$ cat src/rtl/usbfs_pkg.sv
// Shared definitions for the USB FS host token path: token PIDs, packet length, FSM states.
package usbfs_pkg;

  localparam logic [3:0] PID_OUT   = 4'b0001;
  localparam logic [3:0] PID_IN    = 4'b1001;
  localparam logic [3:0] PID_SOF   = 4'b0101;
  localparam logic [3:0] PID_SETUP = 4'b1101;

  localparam int unsigned TOKEN_BITS = 24;

  typedef enum logic [1:0] {
    StIdle,
    StStart,
    StShift,
    StDone
  } tok_state_e;

  function automatic logic is_token_pid(input logic [3:0] pid);
    return (pid == PID_OUT) || (pid == PID_IN) || (pid == PID_SOF) || (pid == PID_SETUP);
  endfunction

endpackage

$ cat src/rtl/usbfs_crc5.sv
// USB CRC5 (x^5+x^2+1, seed 5'b11111) over an 11-bit token field taken LSB first.
// Output is the inverted remainder, ready to be sent MSB first.
module usbfs_crc5 (
  input  logic [10:0] data_i,
  output logic [4:0]  crc_o
);

  logic [4:0] crc;

  always_comb begin
    crc = 5'b11111;
    for (int i = 0; i < 11; i++) begin
      if (data_i[i] ^ crc[4]) begin
        crc = {crc[3:0], 1'b0} ^ 5'b00101;
      end else begin
        crc = {crc[3:0], 1'b0};
      end
    end
    crc_o = ~crc;
  end

endmodule

$ cat src/rtl/usbfs_host_token_tx.sv
// Host-side USB FS token generator: builds OUT/IN/SETUP/SOF tokens and shifts them out LSB first.
// Define USBFS_HOST_SOF_EN to include the automatic 1 ms SOF timer.
module usbfs_host_token_tx #(
  parameter int unsigned SOF_PERIOD = 60000,
  parameter logic [10:0] FRAME_INIT = 11'd0
) (
  input  logic        clk_i,
  input  logic        rst_i,
  input  logic        cmd_valid_i,
  output logic        cmd_ready_o,
  input  logic [3:0]  cmd_pid_i,
  input  logic [6:0]  cmd_addr_i,
  input  logic [3:0]  cmd_endp_i,
  output logic        cmd_err_o,
  input  logic        sof_enable_i,
  output logic        sof_pulse_o,
  output logic [10:0] frame_num_o,
  output logic        busy_o,
  output logic        tx_sta_o,
  input  logic        tx_req_i,
  output logic        tx_bit_o,
  output logic        tx_fin_o
);

  import usbfs_pkg::*;

  tok_state_e  state_q, state_d;
  logic [23:0] sr_q, sr_d;
  logic [4:0]  cnt_q, cnt_d;
  logic        err_q, err_d;
  logic [10:0] frame_q, frame_next;
  logic        sof_due, sof_launch, cmd_hs;
  logic [3:0]  ld_pid;
  logic [10:0] ld_field;
  logic [4:0]  crc;

`ifdef USBFS_HOST_SOF_EN
  localparam int unsigned TimerW = (SOF_PERIOD > 1) ? $clog2(SOF_PERIOD) : 1;

  logic [TimerW-1:0] timer_q, timer_d;
  logic              pend_q, pend_d;
  logic [10:0]       frame_d;
  logic              tc;

  assign tc = sof_enable_i && (timer_q == TimerW'(SOF_PERIOD - 1));

  always_comb begin
    timer_d = '0;
    if (sof_enable_i && !tc) begin
      timer_d = timer_q + 1'b1;
    end
    // A new terminal count while one is still pending simply merges into it.
    pend_d  = (pend_q && !sof_launch) || tc;
    frame_d = sof_launch ? frame_next : frame_q;
  end

  always_ff @(posedge clk_i) begin
    if (rst_i) begin
      timer_q <= '0;
      pend_q  <= 1'b0;
      frame_q <= FRAME_INIT;
    end else begin
      timer_q <= timer_d;
      pend_q  <= pend_d;
      frame_q <= frame_d;
    end
  end

  assign sof_due = pend_q;
`else
  logic unused_sof_enable;
  assign unused_sof_enable = sof_enable_i;
  assign frame_q           = FRAME_INIT;
  assign sof_due           = 1'b0;
`endif

  assign frame_next = frame_q + 11'd1;
  assign sof_launch = (state_q == StIdle) && sof_due && !rst_i;
  assign cmd_ready_o = (state_q == StIdle) && !sof_due && !rst_i;
  assign cmd_hs     = cmd_ready_o && cmd_valid_i;

  // Address sits in the low 7 field bits, so tokens and SOF share one field layout.
  assign ld_pid   = sof_launch ? PID_SOF : cmd_pid_i;
  assign ld_field = sof_launch ? frame_next : {cmd_endp_i, cmd_addr_i};

  usbfs_crc5 u_crc5 (
    .data_i (ld_field),
    .crc_o  (crc)
  );

  always_comb begin
    state_d = state_q;
    sr_d    = sr_q;
    cnt_d   = cnt_q;
    err_d   = 1'b0;
    unique case (state_q)
      StIdle: begin
        if (sof_launch || (cmd_hs && is_token_pid(cmd_pid_i))) begin
          sr_d    = {crc[0], crc[1], crc[2], crc[3], crc[4], ld_field, ~ld_pid, ld_pid};
          cnt_d   = '0;
          state_d = StStart;
        end else if (cmd_hs) begin
          err_d = 1'b1;
        end
      end
      StStart: state_d = StShift;
      StShift: begin
        if (tx_req_i) begin
          sr_d  = {1'b0, sr_q[23:1]};
          cnt_d = cnt_q + 5'd1;
          if (cnt_q == 5'(TOKEN_BITS - 1)) begin
            cnt_d   = '0;
            state_d = StDone;
          end
        end
      end
      StDone: state_d = StIdle;
      default: state_d = StIdle;
    endcase
  end

  always_ff @(posedge clk_i) begin
    if (rst_i) begin
      state_q <= StIdle;
      sr_q    <= '0;
      cnt_q   <= '0;
      err_q   <= 1'b0;
    end else begin
      state_q <= state_d;
      sr_q    <= sr_d;
      cnt_q   <= cnt_d;
      err_q   <= err_d;
    end
  end

  assign cmd_err_o   = err_q;
  assign sof_pulse_o = sof_launch;
  assign frame_num_o = frame_q;
  assign busy_o      = (state_q != StIdle);
  assign tx_sta_o    = (state_q == StStart);
  assign tx_bit_o    = sr_q[0];
  assign tx_fin_o    = (state_q == StShift) && tx_req_i && (cnt_q == 5'(TOKEN_BITS - 1));

endmodule

$ cat config.mk
export PLATFORM = sky130hd
export DESIGN_NAME = usbfs_host_token_tx
export DESIGN_NICKNAME = d
export VERILOG_FILES = /design/src/rtl/usbfs_pkg.sv /design/src/rtl/usbfs_crc5.sv /design/src/rtl/usbfs_host_token_tx.sv
export SDC_FILE = /design/constraint.sdc
export NUM_CORES = 1
export LEC_CHECK = 0
export CAP_MARGIN = 20
export CORE_UTILIZATION = 51
export DETAILED_ROUTE_END_ITERATION = 10
export PLACE_DENSITY = 0.88
export SLEW_MARGIN = 40
export SYNTH_ARGS = -nofsm -noshare
export SYNTH_HDL_FRONTEND = slang
export SYNTH_SLANG_ARGS = --single-unit
$ cat constraint.sdc
create_clock -name clk_i -period 2.04 [get_ports clk_i]
set_clock_uncertainty 0.05 [all_clocks]
set_input_delay 0.306 -clock clk_i [delete_from_list [all_inputs] [get_ports clk_i]]
set_output_delay 0.306 -clock clk_i [all_outputs]
set_load 0.01 [all_outputs]
==> flow_summary.yaml, run 1 <==
outcome:
  status: "completed"
floorplan:
  core_sq_um: 3440
  initial_utilization_pct: 54.5
  num_rows: 21
  die-area_sq_um: 3920
  die_h_um: 62.6
  ios: 38
  die_w_um: 62.6
cts:
  cts_sinks: 32
  clock_latency_ns: 0.29
  cts_root_buf: "clkbuf_8"
  path_clk_slew_ns: 0.07
  postCtsSetupBuffers: 0
  htree_levels: 2
  numCtsBuffers: 5
  clk_path_buf_depth: 2
  tritoncts: "done"
routing:
  drcViolationCount: 0
  vias_per_cell: 5.18
  vias: 1497
  drt_iter0_drc: 48
  wl_um: 3840
  wl_per_cell_um: 13.3
  dr.pass1.iters: 4
  antenna_left: 0
final_layout:
  utilization_pct: 67.0
  fin_area_sq_um: 2310
  mostFrequentLayoutCells: "31 x dfxtp_1, 23 x clkdlybuf4s50_1, 22 x nor2_1"
  layout_commonest_cell: "dfxtp_1"
  final_nets: 266
  drive_above_1_share_pct: 11.9
  antenna_cells: 0
  fillers: 286
  finalNonFillerCells: 289
  area_growth_pct: 23.0
logic_synthesis:
  ys_types: 36
  yosysTopAreaCellShare_pct: 34.2
  ys_ff_latch: 32
  synthCells: 211
  synth.avg_cell_area_sq_um: 8.89
  ys_warn_count: 0
  synth_seq_area_share_pct: 34.2
  synthTopCellsByArea: "dfxtp_1 34%, mux2i_1 9.1%, a211oi_1 6.8%"
  synth_top_area_cell: "dfxtp_1"
  netlist_area_sq_um: 1880
place:
  pre_cts_slack_ns: 0.00753
  dp.cells: 281
  io_buffers: 24
  dp_hpwl_um: 2720
  gp_congestion: 0.801
  placed_area_sq_um: 2180
critical_path:
  cp_max_fo: 5
  cp-start-kind: "flip-flop"
  worstSetupEndpointType: "output pin"
  r2r-start: "state_q[0]$_SDFFE_PP0P_"
  critPathKind: "reg -> out"
  r2r_end: "sr_q[14]$_SDFFE_PP0P_"
  reg2reg_depth: 7
  critPathRequiredTime_ns: 1.68
  cp.arrival_ns: 1.62
  r2r_setup_slack_ns: 0.24
global_route:
  grt_pass1_wl_um: 6370
  grt-ovfl-total: 0
  grt_use_total_pct: 20.9
  grt_pass1_vias: 1415
  antenna_found_initial: 0
  grt_max_degree: 29
sta:
  timing.hold.ws_ns: 0.426
  max_freq_mhz: 507
  finalHoldViolCount: 0
  maxSlewViolCount: 0
  finalSetupTns_ns: 0
  finalCriticalPeriod_ns: 1.97
  setup_viol: 0
  period_share_pct: 96.7
  setup_slack_ns: 0.0681
power_and_ir_drop:
  cellLeakagePower_nw: 0.867
  vdd_drop_max_v: 0.000679
  power.total_mw: 2.79
  power_density_nw_per_um2: 1210
hold_path:
  hold_depth: 2
  hp-class: "reg -> reg"
  whs_endpoint: "sr_q[23]$_SDFFE_PP0P_"
  hp-start: "sr_q[23]$_SDFFE_PP0P_"
run:
  drv_cap: 0
==> sequential cells by signal (all words and copies together) (netlist names) <==
signal / count
cnt_q: 5
state_q: 2
sr_q: 24
cmd_err_o: 1
==> Yosys cell counts, drive strengths merged <==
master	number
a2111oi	1
a211oi	17
a21bo	1
a21o	1
a21oi	16
a31oi	1
and2	3
and2b	1
and3	2
buf	20
clkbuf	5
conb	1
dfxtp	32
ha	4
inv	11
mux2i	17
nand2	4
nand2b	1
nand3	8
nand4bb	1
nor2	22
nor2b	7
nor3	1
o2111ai	1
o211a	2
o21ai	10
o22ai	2
o32ai	1
or4b	1
xnor2	11
xnor3	3
xor2	3
==> layer usage <==
metal | vias up | global-route usage, % | share of wire [%]
met3 | 8 | 4.56 | 3.5
met5 | - | 0 | 0
met4 | 0 | 8.72 | 1.6
met1 | 684 | 24.3 | 44
met2 | 35 | 36.5 | 50
li1 | 770 | - | -
==> power by group <==
| group | leakage (nW) | switching [mW] | internal (mW) |
|---|---|---|---|
| Clock | 0.0541 | 0.245 | 0.361 |
| Combinational | 0.551 | 0.635 | 0.606 |
| Sequential | 0.262 | 0.112 | 0.832 |
==> how the worst max path moves through the flow <==
stage / from / end / slack, ns / cells after the start
after floorplan: state_q[0]$_SDFFE_PP0P_ / tx_fin_o / 0.37 / 5
after global routing: state_q[0]$_SDFFE_PP0P_ / cmd_ready_o / -0.006 / 4
final: state_q[0]$_SDFFE_PP0P_ / cmd_ready_o / 0.07 / 4
after global placement: tx_req_i / tx_fin_o / 0.06 / 4
after CTS: state_q[1]$_SDFFE_PP0P_ / cmd_ready_o / 0.02 / 4
after detailed placement: cmd_addr_i[2] / sr_q[21]$_SDFFE_PP0P_ / 0.008 / 5
==> cells by family (layout without fill, tap and decap cells) <==
logic type	Yosys count	after routing	synth area share, %
DFF	32	32	34.2
muxes	17	17	9.07
xor gates and xnor gates	17	17	10.5
and+or+nand+nor	51	51	13.7
other	1	12	0.200
adders and majority gates	4	4	2.67
AOI/OAI and AO/OA	53	53	18.7
buffers and inverters	36	57	10.9
==> layout make-up <==
class                           instances  area [sq um]  area share (%)
Clock buffer                            5          68.8            2.98
Clock inverter                          3          42.5            1.84
Inverter                               11          41.3            1.79
Multi-Input combinational cell        154          1090            47.1
Sequential cell                        32           642            27.8
Tap cell                               46          57.6            2.49
Timing Repair Buffer                   38           369            16.0
==> worst max-delay path, stage by stage (launching register included) <==
cell,delay (ns)
dfxtp_1,0.33
inv_1,0.13
ha_4,0.18
and2b_1,0.15
clkdlybuf4s50_1,0.54
==> what timing repair did <==
action                     4_1_cts  5_1_grt
hold buffers                     0        0
setup endpoints to repair        2        1
gates resized for setup          4        1
No activity file was read; power rests on OpenSTA's default activity.
==> inputs of run 2 (changes only) <==
--- a/config.mk
+++ b/config.mk
@@ -9,6 +9,7 @@
 export CORE_UTILIZATION = 51
 export DETAILED_ROUTE_END_ITERATION = 10
 export PLACE_DENSITY = 0.88
+export REMOVE_ABC_BUFFERS = 1
 export SLEW_MARGIN = 40
 export SYNTH_ARGS = -nofsm -noshare
 export SYNTH_HDL_FRONTEND = slang
==> run 2 against run 1 <==
Critical path depth unchanged; sequential power barely moved; final cell count did not move; setup slack improved by 0.020 ns; combinational power shrank 3%; design area shrank 0.92%; flip-flop and latch count did not move; maximum frequency grew 1.0%; critical path type unchanged; largest cell class unchanged; largest power group unchanged.
==> flow_summary.yaml, run 2 (synthesized netlist as in run 1, its figures left out) <==
outcome:
  status: "completed"
cts:
  clk_path_buf_depth: 2
  clock_latency_ns: 0.29
  cts_sinks: 32
  cts_root_buf: "clkbuf_8"
  tritoncts: "done"
  path_clk_slew_ns: 0.07
  htree_levels: 2
  numCtsBuffers: 5
  cts_hold_buf: 0
critical_path:
  critPathRequiredTime_ns: 1.68
  crit_path_end: "cmd_ready_o"
  startpoint: "state_q[0]$_SDFFE_PP0P_"
  reg2reg_depth: 7
  r2r-start: "state_q[0]$_SDFFE_PP0P_"
  worstSetupEndpointType: "output pin"
  r2r_end: "sr_q[20]$_SDFFE_PP0P_"
  cp-start-kind: "flip-flop"
  cp_max_fo: 6
  r2r_setup_slack_ns: 0.22
  cp.arrival_ns: 1.60
  critPathKind: "reg -> out"
floorplan:
  die_h_um: 62.6
  initial_utilization_pct: 54.5
  ios: 38
  num_rows: 21
  die-area_sq_um: 3920
  die_w_um: 62.6
  core_sq_um: 3440
routing:
  wl_um: 3620
  dr.pass1.iters: 5
  drt_iter0_drc: 77
  drcViolationCount: 0
  wl_per_cell_um: 12.5
  vias: 1508
  vias_per_cell: 5.22
  antenna_left: 0
hold_path:
  hp-start: "sr_q[23]$_SDFFE_PP0P_"
  hp-class: "reg -> reg"
power_and_ir_drop:
  power_density_nw_per_um2: 1150
  power_frac_comb_pct: 45.4
  intPower_mw: 1.69
  seqPwrFrac_pct: 35.8
  switching_share_pct: 35.8
  switchingPower_mw: 0.945
  vdd_drop_max_v: 0.000669
  cellLeakagePower_nw: 0.859
  clkPwrFrac_pct: 18.9
final_layout:
  antenna_cells: 0
  layout_commonest_cell: "dfxtp_1"
  drive_above_1_share_pct: 11.1
  regMostFlops: "sr_q"
  largest_register_ffs: 24
  fin_area_sq_um: 2290
  area_growth_pct: 21.9
  final_nets: 266
  top_regs: "sr_q (24), cnt_q (5), state_q (2)"
  mostFrequentLayoutCells: "31 x dfxtp_1, 23 x clkdlybuf4s50_1, 22 x nor2_1"
sta:
  maxSlewViolCount: 0
  finalHoldViolCount: 0
  finalCriticalPeriod_ns: 1.95
  max_freq_mhz: 512
  rsz0062_at_grt: "no"
  setup_viol: 0
  period_share_pct: 95.7
  setup_slack_ns: 0.0886
global_route:
  grt_max_degree: 30
  grt_pass1_wl_um: 6070
  grt_pass1_vias: 1361
  grt_use_total_pct: 20.0
  antenna_found_initial: 0
  grt-ovfl-total: 0
place:
  placed_area_sq_um: 2180
  pre_cts_slack_ns: 0.0180
  io_buffers: 24
  dp_hpwl_um: 2620
  gp_congestion: 0.783
run:
  drv_cap: 0
## run 2: cell types whose count changed in the layout (fill, tap and decap cells not counted)
| cell | before | now |
|---|---|---|
| clkbuf_1 | 0 | 2 |
| bufinv_16 | 1 | 0 |
| clkinvlp_4 | 1 | 0 |
| clkbuf_8 | 5 | 6 |
| clkinv_2 | 1 | 0 |
## run 2: per-stage QoR
step	util [%]	TNS (ns)	power, mW	hold WS (ns)	cells
final	66.4	0	2.64	0.423	289
after global routing	66.4	0	2.84	0.463	289
after CTS	66.0	0	2.63	0.423	289
after detailed placement	63.4	0	2.13	0.413	281
after global placement	63.4	0	2.09	0.412	281
after floorplan	-	-16.12	1.70	0.325	197
## run 2: worst min path at each step
stage | endpoint | slack, ns | cells after the start
3_5_place_dp | sr_q[23]$_SDFFE_PP0P_ | 0.41 | 2
2_1_floorplan | cnt_q[1]$_SDFFE_PP0P_ | 0.33 | 1
4_1_cts | sr_q[23]$_SDFFE_PP0P_ | 0.42 | 2
3_3_place_gp | sr_q[23]$_SDFFE_PP0P_ | 0.41 | 2
6_report | sr_q[23]$_SDFFE_PP0P_ | 0.42 | 2
5_1_grt | sr_q[23]$_SDFFE_PP0P_ | 0.46 | 2
## run 2: cell type report
cell class / instances / area (sq um)
flip-flops and latches: 32 / 642
inverters: 11 / 41.3
multi-input cells: 154 / 1090
repair buffers: 38 / 369
clock buffers: 8 / 90.1
well taps: 46 / 57.6
fillers: 291 / 1160
## run 2: repair_timing
item,in CTS,in global routing
gates resized for setup,3,2
buffers inserted,0,0
setup endpoints to repair,1,1
## run 2: critical path, cell delays in order (launching register included)
cell	delay [ns]
dfxtp_1	0.33
inv_1	0.13
ha_4	0.18
and2b_1	0.14
clkdlybuf4s50_1	0.53
## run 2: power groups by stage
| stage | Sequential (mW) | Clock, mW | Combinational (mW) |
|---|---|---|---|
| finish | 0.943 | 0.497 | 1.20 |
| floorplan | 0.927 | 0 | 0.771 |
| detailed placement | 0.955 | 0 | 1.18 |
| global route | 0.970 | 0.537 | 1.33 |
| global placement | 0.940 | 0 | 1.15 |
| CTS | 0.944 | 0.503 | 1.18 |
## run 2: per-layer routing
layer	global-route usage, %	wire, um
met1	24.2	1660
met2	32.7	1750
met3	5.47	157
met4	9.01	53
met5	0	0
